==> src/rtl/mux_nto1_scan.sv <==
`default_nettype none
// ============================================================================
//  Module   : mux_nto1_scan
//  Purpose  : N-channel, DW-bit registered multiplexer with valid/ready output.
//             Direct mode follows i_sel every accepted cycle. Auto-scan mode
//             runs a sweep of all channels per i_start, with a dwell before
//             each capture.
//  Options  : MUX_SCAN_MASK_EN adds i_ch_mask. The scan then visits only the
//             enabled channels.
//  Revision : 1.0  initial release
// ============================================================================
module mux_nto1_scan #(
  parameter  int N_CH    = 16,
  parameter  int DW      = 1,
  parameter  int DWELL_W = 8,
  localparam int SELW    = $clog2(N_CH)
) (
  input  logic                clk,
  input  logic                rst,
  input  logic [N_CH*DW-1:0]  i_din,
  input  logic                i_mode,
  input  logic [SELW-1:0]     i_sel,
  input  logic [DWELL_W-1:0]  i_dwell,
  input  logic                i_start,
`ifdef MUX_SCAN_MASK_EN
  input  logic [N_CH-1:0]     i_ch_mask,
`endif
  output logic [DW-1:0]       o_out_data,
  output logic [SELW-1:0]     o_out_ch,
  output logic                o_out_valid,
  input  logic                i_out_ready,
  output logic                o_busy,
  output logic                o_done
);

  typedef enum logic [1:0] {
    S_IDLE  = 2'd0,
    S_DWELL = 2'd1,
    S_EMIT  = 2'd2
  } state_t;

  state_t               r_state;
  state_t               w_state_nxt;
  logic [SELW-1:0]      r_ch_cnt;
  logic [SELW-1:0]      w_ch_nxt;
  logic [DWELL_W-1:0]   r_dwell_cnt;
  logic [DWELL_W-1:0]   w_dwell_nxt;
  logic [DWELL_W-1:0]   w_dwell_eff;

  logic [DW-1:0]        r_out_data;
  logic [SELW-1:0]      r_out_ch;
  logic                 r_out_valid;
  logic                 r_last;
  logic                 r_done;

  logic                 w_load;
  logic                 w_start_ok;
  logic [SELW-1:0]      w_first;
  logic [SELW-1:0]      w_next;
  logic                 w_is_last;
  logic                 w_cap;
  logic [DW-1:0]        w_cap_data;
  logic [SELW-1:0]      w_cap_ch;
  logic                 w_cap_last;

  // Out-of-range indices (possible when N_CH is not a power of two) yield 0.
  function automatic logic [DW-1:0] f_pick(input logic [N_CH*DW-1:0] d,
                                           input logic [SELW-1:0]    idx);
    logic [DW-1:0] v;
    v = '0;
    for (int i = 0; i < N_CH; i++) begin
      if (idx == SELW'(i)) v = d[i*DW +: DW];
    end
    return v;
  endfunction

  assign w_load      = !r_out_valid || i_out_ready;
  assign w_dwell_eff = (i_dwell == '0) ? DWELL_W'(1) : i_dwell;

`ifdef MUX_SCAN_MASK_EN
  logic [N_CH-1:0] r_mask;

  // Channel sequencing over the mask frozen at start: first, next-higher, last.
  always_comb begin
    w_start_ok = i_start && i_mode && (|i_ch_mask);
    w_first    = '0;
    w_next     = r_ch_cnt;
    w_is_last  = 1'b1;
    for (int i = N_CH - 1; i >= 0; i--) begin
      if (i_ch_mask[i]) w_first = SELW'(i);
      if (r_mask[i] && (SELW'(i) > r_ch_cnt)) begin
        w_next    = SELW'(i);
        w_is_last = 1'b0;
      end
    end
  end

  // Mask is captured only when a sweep is launched and held for its duration.
  always_ff @(posedge clk) begin
    if (rst) begin
      r_mask <= '0;
    end else if (r_state == S_IDLE && w_start_ok) begin
      r_mask <= i_ch_mask;
    end
  end
`else
  assign w_start_ok = i_start && i_mode;
  assign w_first    = '0;
  assign w_next     = r_ch_cnt + SELW'(1);
  assign w_is_last  = (r_ch_cnt == SELW'(N_CH - 1));
`endif

  // Next-state logic and capture selection; leaving scan mode aborts a sweep.
  always_comb begin
    w_state_nxt = r_state;
    w_ch_nxt    = r_ch_cnt;
    w_dwell_nxt = r_dwell_cnt;
    w_cap       = 1'b0;
    w_cap_data  = '0;
    w_cap_ch    = '0;
    w_cap_last  = 1'b0;
    case (r_state)
      S_IDLE: begin
        if (w_start_ok) begin
          w_state_nxt = S_DWELL;
          w_ch_nxt    = w_first;
          w_dwell_nxt = w_dwell_eff;
        end else if (!i_mode && w_load) begin
          w_cap      = 1'b1;
          w_cap_data = f_pick(i_din, i_sel);
          w_cap_ch   = i_sel;
        end
      end
      S_DWELL: begin
        if (!i_mode) begin
          w_state_nxt = S_IDLE;
          w_ch_nxt    = '0;
        end else if (r_dwell_cnt <= DWELL_W'(1)) begin
          w_state_nxt = S_EMIT;
        end else begin
          w_dwell_nxt = r_dwell_cnt - DWELL_W'(1);
        end
      end
      S_EMIT: begin
        if (!i_mode) begin
          w_state_nxt = S_IDLE;
          w_ch_nxt    = '0;
        end else if (w_load) begin
          w_cap      = 1'b1;
          w_cap_data = f_pick(i_din, r_ch_cnt);
          w_cap_ch   = r_ch_cnt;
          w_cap_last = w_is_last;
          if (w_is_last) begin
            w_state_nxt = S_IDLE;
            w_ch_nxt    = '0;
          end else begin
            w_state_nxt = S_DWELL;
            w_ch_nxt    = w_next;
            w_dwell_nxt = w_dwell_eff;
          end
        end
      end
      default: begin
        w_state_nxt = S_IDLE;
        w_ch_nxt    = '0;
      end
    endcase
  end

  // FSM state, channel and dwell counters.
  always_ff @(posedge clk) begin
    if (rst) begin
      r_state     <= S_IDLE;
      r_ch_cnt    <= '0;
      r_dwell_cnt <= '0;
    end else begin
      r_state     <= w_state_nxt;
      r_ch_cnt    <= w_ch_nxt;
      r_dwell_cnt <= w_dwell_nxt;
    end
  end

  // Output register: capture on load, drop valid once an uncaptured sample is taken.
  always_ff @(posedge clk) begin
    if (rst) begin
      r_out_data  <= '0;
      r_out_ch    <= '0;
      r_out_valid <= 1'b0;
      r_last      <= 1'b0;
      r_done      <= 1'b0;
    end else begin
      r_done <= r_out_valid && i_out_ready && r_last;
      if (w_cap) begin
        r_out_data  <= w_cap_data;
        r_out_ch    <= w_cap_ch;
        r_out_valid <= 1'b1;
        r_last      <= w_cap_last;
      end else if (r_out_valid && i_out_ready) begin
        r_out_valid <= 1'b0;
        r_last      <= 1'b0;
      end
    end
  end

  assign o_out_data  = r_out_data;
  assign o_out_ch    = r_out_ch;
  assign o_out_valid = r_out_valid;
  assign o_busy      = (r_state != S_IDLE);
  assign o_done      = r_done;

endmodule
`default_nettype wire

==> config.mk <==
export PLATFORM = sky130hd
export DESIGN_NAME = mux_nto1_scan
export DESIGN_NICKNAME = d
export VERILOG_FILES = /design/src/rtl/mux_nto1_scan.sv
export SDC_FILE = /design/constraint.sdc
export NUM_CORES = 1
export LEC_CHECK = 0
export ABC_AREA = 1
export CAP_MARGIN = 20
export CORE_ASPECT_RATIO = 2
export CORE_MARGIN = 2
export CORE_UTILIZATION = 52
export DETAILED_ROUTE_END_ITERATION = 16
export PLACE_DENSITY_LB_ADDON = 0.08
export SYNTH_ARGS = -nofsm -noshare
export SYNTH_HDL_FRONTEND = slang
export SYNTH_SLANG_ARGS = --single-unit
==> constraint.sdc <==
create_clock -name clk -period 3.1 [get_ports clk]
set_input_delay 0.62 -clock clk [delete_from_list [all_inputs] [get_ports clk]]
set_output_delay 0.62 -clock clk [all_outputs]
set_load 0.01 [all_outputs]
==> impl_summary.log <==
INFO  metric status = finished, final reports clean
INFO  metric cts-root-buf = sky130_fd_sc_hd__clkbuf_8
INFO  metric syn-cell-area = 1580 sq um
INFO  metric port_buffers = 40
INFO  metric clkSinkCount = 22
INFO  metric synth_edf_count = 0
INFO  metric final_antenna_net_count = 0
INFO  metric post_synth_num_cell_types = 35
INFO  metric first_drt_pass_iteration_count = 4
INFO  metric fp.dieArea = 3530 sq um
INFO  metric post-route-drc-count = 0
INFO  metric timing.max_slew.rel_slack = 60.4%
INFO  metric dominant_combinational_cell_family_by_area_after_synthesis = simple AND/OR/NAND/NOR gates
INFO  metric slowest_delay = 0.61 ns
INFO  metric clock.fmax = 476 MHz
INFO  metric grt_overflow = 0
INFO  metric worst_clock_skew = 0.000597 ns
INFO  metric cp_slowest_cell = sky130_fd_sc_hd__clkdlybuf4s50_1
INFO  metric synth_xor_xnor_area_share = 2.22%
INFO  metric number_of_global_route_vias_before_repair = 1,883
INFO  metric die_width = 43.0 um
INFO  metric worstSetupPathType = in2reg
INFO  metric ir_drop = 252 uV
INFO  metric power_leakage = 0.870 nW
INFO  metric ys_async_sr_fraction = 0%
INFO  metric postCtsSetupBuffers = 0
INFO  metric cap_violations = 0
INFO  metric globalRouteTotalUtil = 29.4%
INFO  metric synthFlopType = sky130_fd_sc_hd__dfxtp_1
INFO  metric final_net_count = 335
INFO  metric end_kind = flop
INFO  metric diodes = 0
INFO  metric timing.final.hold_violations = 0
INFO  metric critPathArrivalTime = 2.31 ns
INFO  metric antenna_found_initial = 0
INFO  metric dr_wl_cell = 14.7 um
INFO  metric critical_path.n_buffers_inverters = 2
INFO  metric grt_max_degree = 16
INFO  metric synthToLayoutAreaGrowth = 29.6%
INFO  metric synth_adder_area_share = 4.75%
INFO  metric cts_hold_repair.buffers = 0
INFO  metric start_kind = input port
INFO  metric clk_pin_slew = 0.08 ns
INFO  metric setup_viol = 0
INFO  metric min-delay-path-class = reg2reg
INFO  metric total_power = 0.812 mW
INFO  metric drive_gt1_share = 4.41%
INFO  metric synth_nets = 294
INFO  metric fp.coreArea = 2940 sq um
INFO  metric post_dr_vias_cell = 5.78
INFO  metric synth_compound_area_share = 22.4%
INFO  metric postLayoutCoreUtil = 69.6%
INFO  metric cts.htree.levels = 1
INFO  metric seq_area_frac_synth = 27.8%
INFO  metric worst-path-max-fanout = 8
INFO  metric cts-resized-gates = 0
INFO  metric cellPowerDensity = 396 nW/um^2
INFO  metric final_min_period_over_clock_period = 67.8%
INFO  metric ys_warn_count = 0
INFO  metric rsz0062_at_grt = no
INFO  metric top_delay_family_on_crit_path = buffers and inverters
INFO  metric gp_congestion = 0.986
INFO  metric synthSimpleGateAreaFrac = 33.3%
INFO  metric post_synth.cell_area_avg = 6.20 sq um
INFO  metric die_height = 82.0 um
INFO  metric grt_pass1_wl = 7780 um
INFO  metric floorplan.initialDensity = 53.7%
INFO  metric synth-seq-cells = 22
INFO  metric timing_worst_slew_pin_value = 0.592 ns
INFO  metric max-clock-path-buffers = 2
INFO  metric fin_setup_tns = 0 ns
INFO  metric design.portCount = 41
INFO  metric postRouteWirelength = 4780 um
INFO  metric endpoint_required_time_on_the_critical_path = 3.31 ns
INFO  metric cell_repeated_most_along_the_worst_path = sky130_fd_sc_hd__nand2_1
INFO  metric vias = 1,878
INFO  metric insertion_delay = 0.26 ns
INFO  metric synthesis.instances = 255
INFO  metric synth.mux.area_fraction = 0%
INFO  metric dp_hpwl = 3910 um
INFO  metric fp-row-count = 28
INFO  metric drt_first_iter_violations = 63
INFO  metric tritoncts = yes
INFO  metric worstPathCellList = clkdlybuf4s50_1 > inv_1 > nand2_1 > nor2_1 > o31ai_1 > nand4_1 > nand2_1 > o21ai_0 > nand3_1 > a21oi_1 > a21oi_2
INFO  metric final-max-slew-violation-count = 0
INFO  metric cts_made_buffers = 3
INFO  metric finalWorstPathRequiredPeriod = 2.10 ns
cells in the final DEF, fill, tap and decap left out, drive strengths merged, types with 4 or more instances in the layout:
cell type / n
nand2: 64
nor2: 43
clkdlybuf4s50: 40
inv: 31
dfxtp: 22
o21ai: 22
a21oi: 19
nand3: 9
ha: 6
o22ai: 5
a211oi: 5
nor3: 5
nand4: 4
clkbuf: 4
final timing paths:
check                           slack [ns]         from              to  depth (start not counted)
worst min-delay path                  0.46       r_last          o_done                          2
worst min register to register        0.46       r_last          o_done                          2
worst max-delay path                   1.0     i_sel[0]      o_out_data                         11
worst max register to register        1.14  r_ch_cnt[0]  r_dwell_cnt[6]                          9
per-stage QoR:
stage               setup WS [ns]  hold WS, ns  cells  cell area, sq um
floorplan                    1.36        0.418    255              1580
global placement            0.749        0.449    321              1990
detailed placement          0.737        0.453    321              1990
CTS                          1.01        0.464    325              2050
global route                0.746        0.493    325              2050
finish                      0.999        0.456    325              2050
synthesized netlist by cell type, types with 2 or more instances:
master / count / area [sq um]
sky130_fd_sc_hd__ha_1: 6 / 75.1
sky130_fd_sc_hd__a21oi_1: 18 / 90.1
sky130_fd_sc_hd__nand4_1: 4 / 25.0
sky130_fd_sc_hd__inv_1: 29 / 109
sky130_fd_sc_hd__nand2_1: 62 / 233
sky130_fd_sc_hd__o22ai_1: 5 / 31.3
sky130_fd_sc_hd__o21ai_1: 3 / 15.0
sky130_fd_sc_hd__dfxtp_1: 22 / 440
sky130_fd_sc_hd__nor3_1: 4 / 20.0
sky130_fd_sc_hd__a31oi_1: 2 / 12.5
sky130_fd_sc_hd__nand3_1: 9 / 45.0
sky130_fd_sc_hd__xnor2_1: 2 / 17.5
sky130_fd_sc_hd__nor2_1: 42 / 158
sky130_fd_sc_hd__xor2_1: 2 / 17.5
sky130_fd_sc_hd__a211oi_1: 5 / 37.5
sky130_fd_sc_hd__o21ai_0: 19 / 95.1
sky130_fd_sc_hd__nor4_1: 2 / 12.5
sky130_fd_sc_hd__inv_2: 2 / 7.51
worst reg2reg max path: cells and delay by family, from the launching register on:
family / cells / cell delay [ns]
and+or+nand+nor: 4 / 0.55
DFF: 1 / 0.42
buffers and inverters: 2 / 0.20
AOI/OAI and AO/OA: 2 / 0.43
adders and majority gates: 1 / 0.27
where the power goes:
group          internal (mW)  switching, mW
sequential             0.306         0.0224
clock                  0.113         0.0920
combinational          0.120          0.158
metal layers:
metal | wire length, um | GRT usage (%) | vias up
li1 | - | - | 924
met1 | 1540 | 23.6 | 854
met2 | 2820 | 61.8 | 77
met3 | 147 | 2.20 | 23
met4 | 266 | 20.3 | 0
met5 | 0 | 0 | -
logic make-up after synthesis:
group | Yosys count
AND/OR/NAND/NOR | 127
AO/OA/AOI/OAI | 60
buffers and inverters | 36
flip-flops | 22
adder cells (fa/ha/maj) | 6
XOR/XNOR | 4
flip-flops by register name, indices dropped and copies added (netlist names):
name	flops
r_dwell_cnt	8
o_out_ch	4
r_ch_cnt	4
r_state	2
o_done	1
o_out_data	1
o_out_valid	1
r_last	1
cell type report:
cell class / count / area [sq um]
Clock buffer: 4 / 55.1
Multi-Input combinational cell: 197 / 991
Inverter: 32 / 125
Timing Repair Buffer: 40 / 400
Sequential cell: 22 / 440
Fill cell: 263 / 893
Tap cell: 30 / 37.5
(Power assumes the default switching activity.)
